<file path="src/rtl/div_pkg.sv">
// div_pkg: shared types and constants for the iterative MIPS divider.
package div_pkg;
  typedef enum logic [1:0] {IDLE, BUSY, DONE} div_state_t;
  localparam int DIV_W = 32;
  localparam int DIV_CNT_W = $clog2(DIV_W);
  localparam logic [DIV_W-1:0] DIV_DZ_QUO = '1;
endpackage

</file>
<file path="src/rtl/div_step.sv">
// div_step: one restoring-division step; the compare path is one bit wider than the operands.
module div_step #(
  parameter int W = 32
) (
  input  logic [W-1:0] rem,
  input  logic         msb,
  input  logic [W-1:0] dsr,
  output logic [W-1:0] rem_nxt,
  output logic         q
);
  logic [W:0] sh;
  logic [W:0] diff;
  assign sh      = {rem, msb};
  assign diff    = sh - {1'b0, dsr};
  assign q       = sh >= {1'b0, dsr};
  assign rem_nxt = q ? diff[W-1:0] : sh[W-1:0];
endmodule

</file>
<file path="src/rtl/div_unit.sv">
// div_unit: iterative DIV/DIVU for the E stage, one quotient bit per cycle.
// Define DIV_ZERO_FAST_EN to finish a zero-divisor divide in one cycle.
module div_unit
  import div_pkg::*;
#(
  parameter int DATA_W = DIV_W
) (
  input  logic              clk,
  input  logic              resetn,
  input  logic              start,
  input  logic              signed_div,
  input  logic              annul,
  input  logic [DATA_W-1:0] a,
  input  logic [DATA_W-1:0] b,
  output logic              stall_div,
  output logic              ready,
  output logic [DATA_W-1:0] hi,
  output logic [DATA_W-1:0] lo
);
  localparam int CW = $clog2(DATA_W);
`ifdef DIV_ZERO_FAST_EN
  localparam bit FAST_DZ = 1'b1;
`else
  localparam bit FAST_DZ = 1'b0;
`endif
  div_state_t        state_q, state_d;
  logic [CW-1:0]     cnt_q, cnt_d;
  logic [DATA_W-1:0] dvd_q, dvd_d, dsr_q, dsr_d, rem_q, rem_d, quo_q, quo_d;
  logic [DATA_W-1:0] hi_q, hi_d, lo_q, lo_d;
  logic              qneg_q, qneg_d, rneg_q, rneg_d, dz_q, dz_d;
  logic [DATA_W-1:0] rem_s, a_abs, b_abs, quo_fin;
  logic              q_s, b_zero;
  div_step #(.W(DATA_W)) u_step (
    .rem    (rem_q),
    .msb    (dvd_q[DATA_W-1]),
    .dsr    (dsr_q),
    .rem_nxt(rem_s),
    .q      (q_s)
  );
  assign a_abs   = (signed_div && a[DATA_W-1]) ? -a : a;
  assign b_abs   = (signed_div && b[DATA_W-1]) ? -b : b;
  assign b_zero  = b == '0;
  assign quo_fin = {quo_q[DATA_W-2:0], q_s};
  always_comb begin
    state_d = state_q;
    cnt_d   = cnt_q;
    dvd_d   = dvd_q;
    dsr_d   = dsr_q;
    rem_d   = rem_q;
    quo_d   = quo_q;
    qneg_d  = qneg_q;
    rneg_d  = rneg_q;
    dz_d    = dz_q;
    hi_d    = hi_q;
    lo_d    = lo_q;
    case (state_q)
      IDLE: if (start) begin
        if (FAST_DZ && b_zero) begin
          state_d = DONE;
          hi_d    = a;
          lo_d    = '1;
        end else begin
          state_d = BUSY;
          dvd_d   = b_zero ? a : a_abs;
          dsr_d   = b_abs;
          rem_d   = '0;
          quo_d   = '0;
          cnt_d   = '0;
          qneg_d  = signed_div & (a[DATA_W-1] ^ b[DATA_W-1]);
          rneg_d  = signed_div & a[DATA_W-1];
          dz_d    = b_zero;
        end
      end
      BUSY: begin
        dvd_d = dvd_q << 1;
        rem_d = rem_s;
        quo_d = quo_fin;
        cnt_d = cnt_q + CW'(1);
        if (cnt_q == CW'(DATA_W - 1)) begin
          state_d = DONE;
          hi_d    = (rneg_q && !dz_q) ? -rem_s : rem_s;
          lo_d    = (qneg_q && !dz_q) ? -quo_fin : quo_fin;
        end
      end
      default: state_d = IDLE;
    endcase
    // a killed instruction must leave HI/LO untouched, even on the final step
    if (annul) begin
      state_d = IDLE;
      hi_d    = hi_q;
      lo_d    = lo_q;
    end
  end
  always_ff @(posedge clk or negedge resetn) begin
    if (!resetn) begin
      state_q <= IDLE;
      cnt_q   <= '0;
      dvd_q   <= '0;
      dsr_q   <= '0;
      rem_q   <= '0;
      quo_q   <= '0;
      qneg_q  <= 1'b0;
      rneg_q  <= 1'b0;
      dz_q    <= 1'b0;
      hi_q    <= '0;
      lo_q    <= '0;
    end else begin
      state_q <= state_d;
      cnt_q   <= cnt_d;
      dvd_q   <= dvd_d;
      dsr_q   <= dsr_d;
      rem_q   <= rem_d;
      quo_q   <= quo_d;
      qneg_q  <= qneg_d;
      rneg_q  <= rneg_d;
      dz_q    <= dz_d;
      hi_q    <= hi_d;
      lo_q    <= lo_d;
    end
  end
  assign stall_div = (state_q == IDLE && start && !annul) || state_q == BUSY;
  assign ready     = state_q == DONE;
  assign hi        = hi_q;
  assign lo        = lo_q;
endmodule

</file>
<file path="config.mk">
export PLATFORM = sky130hd
export DESIGN_NAME = div_unit
export DESIGN_NICKNAME = d
export VERILOG_FILES = /design/src/rtl/div_pkg.sv /design/src/rtl/div_step.sv /design/src/rtl/div_unit.sv
export SDC_FILE = /design/constraint.sdc
export NUM_CORES = 1
export LEC_CHECK = 0
export ABC_CLOCK_PERIOD_IN_PS = 6740
export BUFFER_PORTS_ARGS = -buffer_cell sky130_fd_sc_hd__buf_4
export CAP_MARGIN = 20
export CORE_UTILIZATION = 55
export CTS_CLUSTER_DIAMETER = 60
export CTS_CLUSTER_SIZE = 16
export DETAILED_ROUTE_END_ITERATION = 8
export HOLD_SLACK_MARGIN = 0.02
export PLACE_DENSITY = 0.75
export SLEW_MARGIN = 20
export SYNTH_ARGS = -nofsm -noshare
export SYNTH_HDL_FRONTEND = slang
export SYNTH_SLANG_ARGS = --single-unit
export TNS_END_PERCENT = 10
</file>
<file path="constraint.sdc">
create_clock -name clk -period 6.74 [get_ports clk]
set_input_delay 0.337 -clock clk [delete_from_list [all_inputs] [get_ports clk]]
set_output_delay 0.337 -clock clk [all_outputs]
set_load 0.01 [all_outputs]
</file>
==> out/qor.yml <==
antenna_found_initial: 0
first_global_vias: 10978
p_leak_nw: 6.634
p_int_mw: 3.107
numClockSinks: 201
cp-end-kind: "flop"
hold_buffers: 1
p_clk_share_pct: 19.2
worst_path_largest_cell_delay_ps: 530
syn_avg_cell_area_um2: 8.406
cts_root_buf: "clkbuf_16"
io_pins: 135
nets: 1772
design_area_um2: 15090
hp-class: "in2async"
placed_cells: 1960
die-height_um: 157.8
grt_overflow: 0
max_freq_mhz: 184.3
synth_warnings: 0
synth-simple-area-share_pct: 20.85
synth_top_area_cell: "dfrtp_1"
crit_buf_inv: 0
cts_tree: "yes"
layout-drive-gt1-share_pct: 13.09
setup_viol: 0
fin_worst_skew_ps: 14.92
crit_slowest_cell: "or4_1"
drtIter0Drc: 1026
yosysSeqAreaShare_pct: 37.68
ys_top_cells_by_area: "dfrtp_1, o21ai_0, nand2_1, xnor2_1, xor2_1"
path_cells: "ha_1, a21o_4, a31o_4, o211a_4, o31ai_4, nand2_4, o21ai_0, ha_1, nand2b_1, nor4_1, nand3b_1, nor3_1, a41o_1, nand3_1, nand4bb_4, or4_1, nand3_1"
tightest_slew_ps: 1028
hold_viol_final: 48
final_cells: 1992
drtPass1Iterations: 5
p_comb_share_pct: 54.4
rsz0062_at_grt: "no"
slew_viol_final: 0
critPathTopFamily: "simple AND/OR/NAND/NOR gates"
drc: 0
routed_via_density: 5.989
routed_wirelength_um: 35180
numCtsBuffers: 20
clk_path_buf_depth: 3
postCtsSetupBuffers: 0
period_needed_ps: 5426
seqPwrFrac_pct: 26.4
required_ps: 7170
outcome: "complete, but fails checks"
synth_compound_area_share_pct: 23.27
diodes: 0
grt_first_pass_wirelength_um: 57000
area_growth_pct: 13.06
p_per_area_nw_per_um2: 384.7
ys_types: 97
dpl.hpwl_um: 25960
port_buffers: 134
avgRoutedWirePerCell_um: 17.66
rows: 56
synth_top_area_share_pct: 37.68
finalWeightedCongestion: 0.9639
synth-seq-cells: 201
power_mw: 5.807
synthArstFlopShare_pct: 100.0
clock_latency_ps: 500
fin_setup_tns_ps: 0
htreeDepth: 1
arrival_ps: 5860
n_fill_cell: 2087
grtUsageTotal_pct: 28.53
synth_top_family_by_area: "compound AO/OA/AOI/OAI gates"
die_w_um: 157.8
start_util_pct: 56.53
synthesis.nets: 1696
place_area_um2: 14440
clk_pin_slew_worst_paths_ps: 70
synth_flop_cell: "dfrtp_1"
synth_xor_area_share_pct: 8.333
drv_cap: 0
netlist_instances: 1588
synthAdderAreaFrac_pct: 3.712
netlist_area_um2: 13350
peakVddDrop_v: 0.0002258
via_count: 11930
cts_resized: 0
p_sw_mw: 2.699
failed_checks: "negative hold slack"
path_class: "reg2reg"
max-slew-margin-rel_pct: 31.32
coreArea_um2: 23610
cp-start-kind: "flop"
ant_nets: 0
final.period_utilization_pct: 80.50
synthMuxAreaShare_pct: 1.547
grt_max_degree: 128
critPathMaxFanout: 42
die_area_um2: 24900
synth_edf_count: 0
whs_ps: -98.54
switching_share_pct: 46.49
## sequential cells by signal (all words and copies together), names as in the netlist, 2 cells and up
name,cells
hi,32
rem_q,32
dsr_q,32
quo_q,31
state_q,2
lo,32
dvd_q,32
cnt_q,5
## path summary, 6_finish.rpt
path	startpoint	end	slack, ps	cells after the start
worst max-delay path	rem_q[3]$_DFFE_PN0P_	hi[26]$_DFFE_PN0P_	1310	17
worst min-delay path	resetn	hi[7]$_DFFE_PN0P_	-100	1
worst max register to register	rem_q[3]$_DFFE_PN0P_	hi[26]$_DFFE_PN0P_	1310	17
worst min register to register	dsr_q[13]$_DFFE_PN0P_	dsr_q[13]$_DFFE_PN0P_	480	2
max in group asynchronous	resetn	rem_q[22]$_DFFE_PN0P_	5210	2
min in group clk	b[1]	dsr_q[1]$_DFFE_PN0P_	120	3
## routing by layer
metal | routed length (um) | part of all wire, % | global-route usage, % | vias up
met1 | 17150 | 49 | 43.55 | 5594
met3 | 2642 | 7.5 | 4.270 | 40
met4 | 488 | 1.4 | 5.548 | 0
li1 | - | - | - | 5848
met2 | 14890 | 42 | 42.54 | 448
met5 | 0 | 0 | 0 | -
## layout make-up
class | count | area, um2 | share of cell area, %
clock inverters | 9 | 116.4 | 0.7710
repair buffers | 144 | 1091 | 7.229
well taps | 319 | 399.1 | 2.645
multi-input cells | 1244 | 7725 | 51.19
clock buffers | 22 | 529.3 | 3.507
flip-flops and latches | 201 | 5030 | 33.33
inverters | 53 | 201.4 | 1.335
## stage by stage
stage | setup WS (ps) | utilization, %
finish | 1314 | 63.91
global route | 1082 | 63.91
CTS | 1474 | 63.91
detailed placement | 1491 | 61.13
global placement | 1694 | 61.13
floorplan | 1963 | -
## cell usage in the layout, fill, tap and decap left out, drive strengths merged, types with 13 or more instances in the layout
cell and n:
nand2 241, o21ai 237, dfrtp 201, buf 143, nor2 87, a21oi 76
nand3 74, xnor2 70, xor2 57, inv 55, ha 38, nor3 38
a22oi 36, o31ai 23, clkbuf 22, or3 20, nor4 19, mux2i 18
nand4 14, or4 14, a31oi 13, o211ai 13
## power by group through the flow
stage / combinational (mW) / clock, mW / sequential (mW)
5_1_grt: 3.44 / 1.17 / 1.55
3_3_place_gp: 3.05 / 0 / 1.53
6_report: 3.16 / 1.12 / 1.53
4_1_cts: 3.08 / 1.13 / 1.52
2_1_floorplan: 2.37 / 0 / 1.48
3_5_place_dp: 3.06 / 0 / 1.54
## Yosys cell counts, drive strengths merged (9+ instances only)
master	n
and3	9
clkbuf	61
or4	14
nor2b	9
o31ai	23
nor3	38
a22oi	36
nand2	241
a21oi	76
o31a	10
xnor2	70
nand4	14
buf	29
ha	38
inv	52
o211ai	13
nor2	87
dfrtp	201
a21o	9
mux2i	18
a31oi	13
or3	20
o21ai	237
nand3	74
xor2	57
nor4	19
and2	12
## logic make-up after synthesis
group,after synthesis
flops,201
compound gates,487
buf+inv,143
simple gates,571
mux,20
xor+xnor,127
fa+ha+maj,39
No activity file was read; power rests on OpenSTA's default activity.
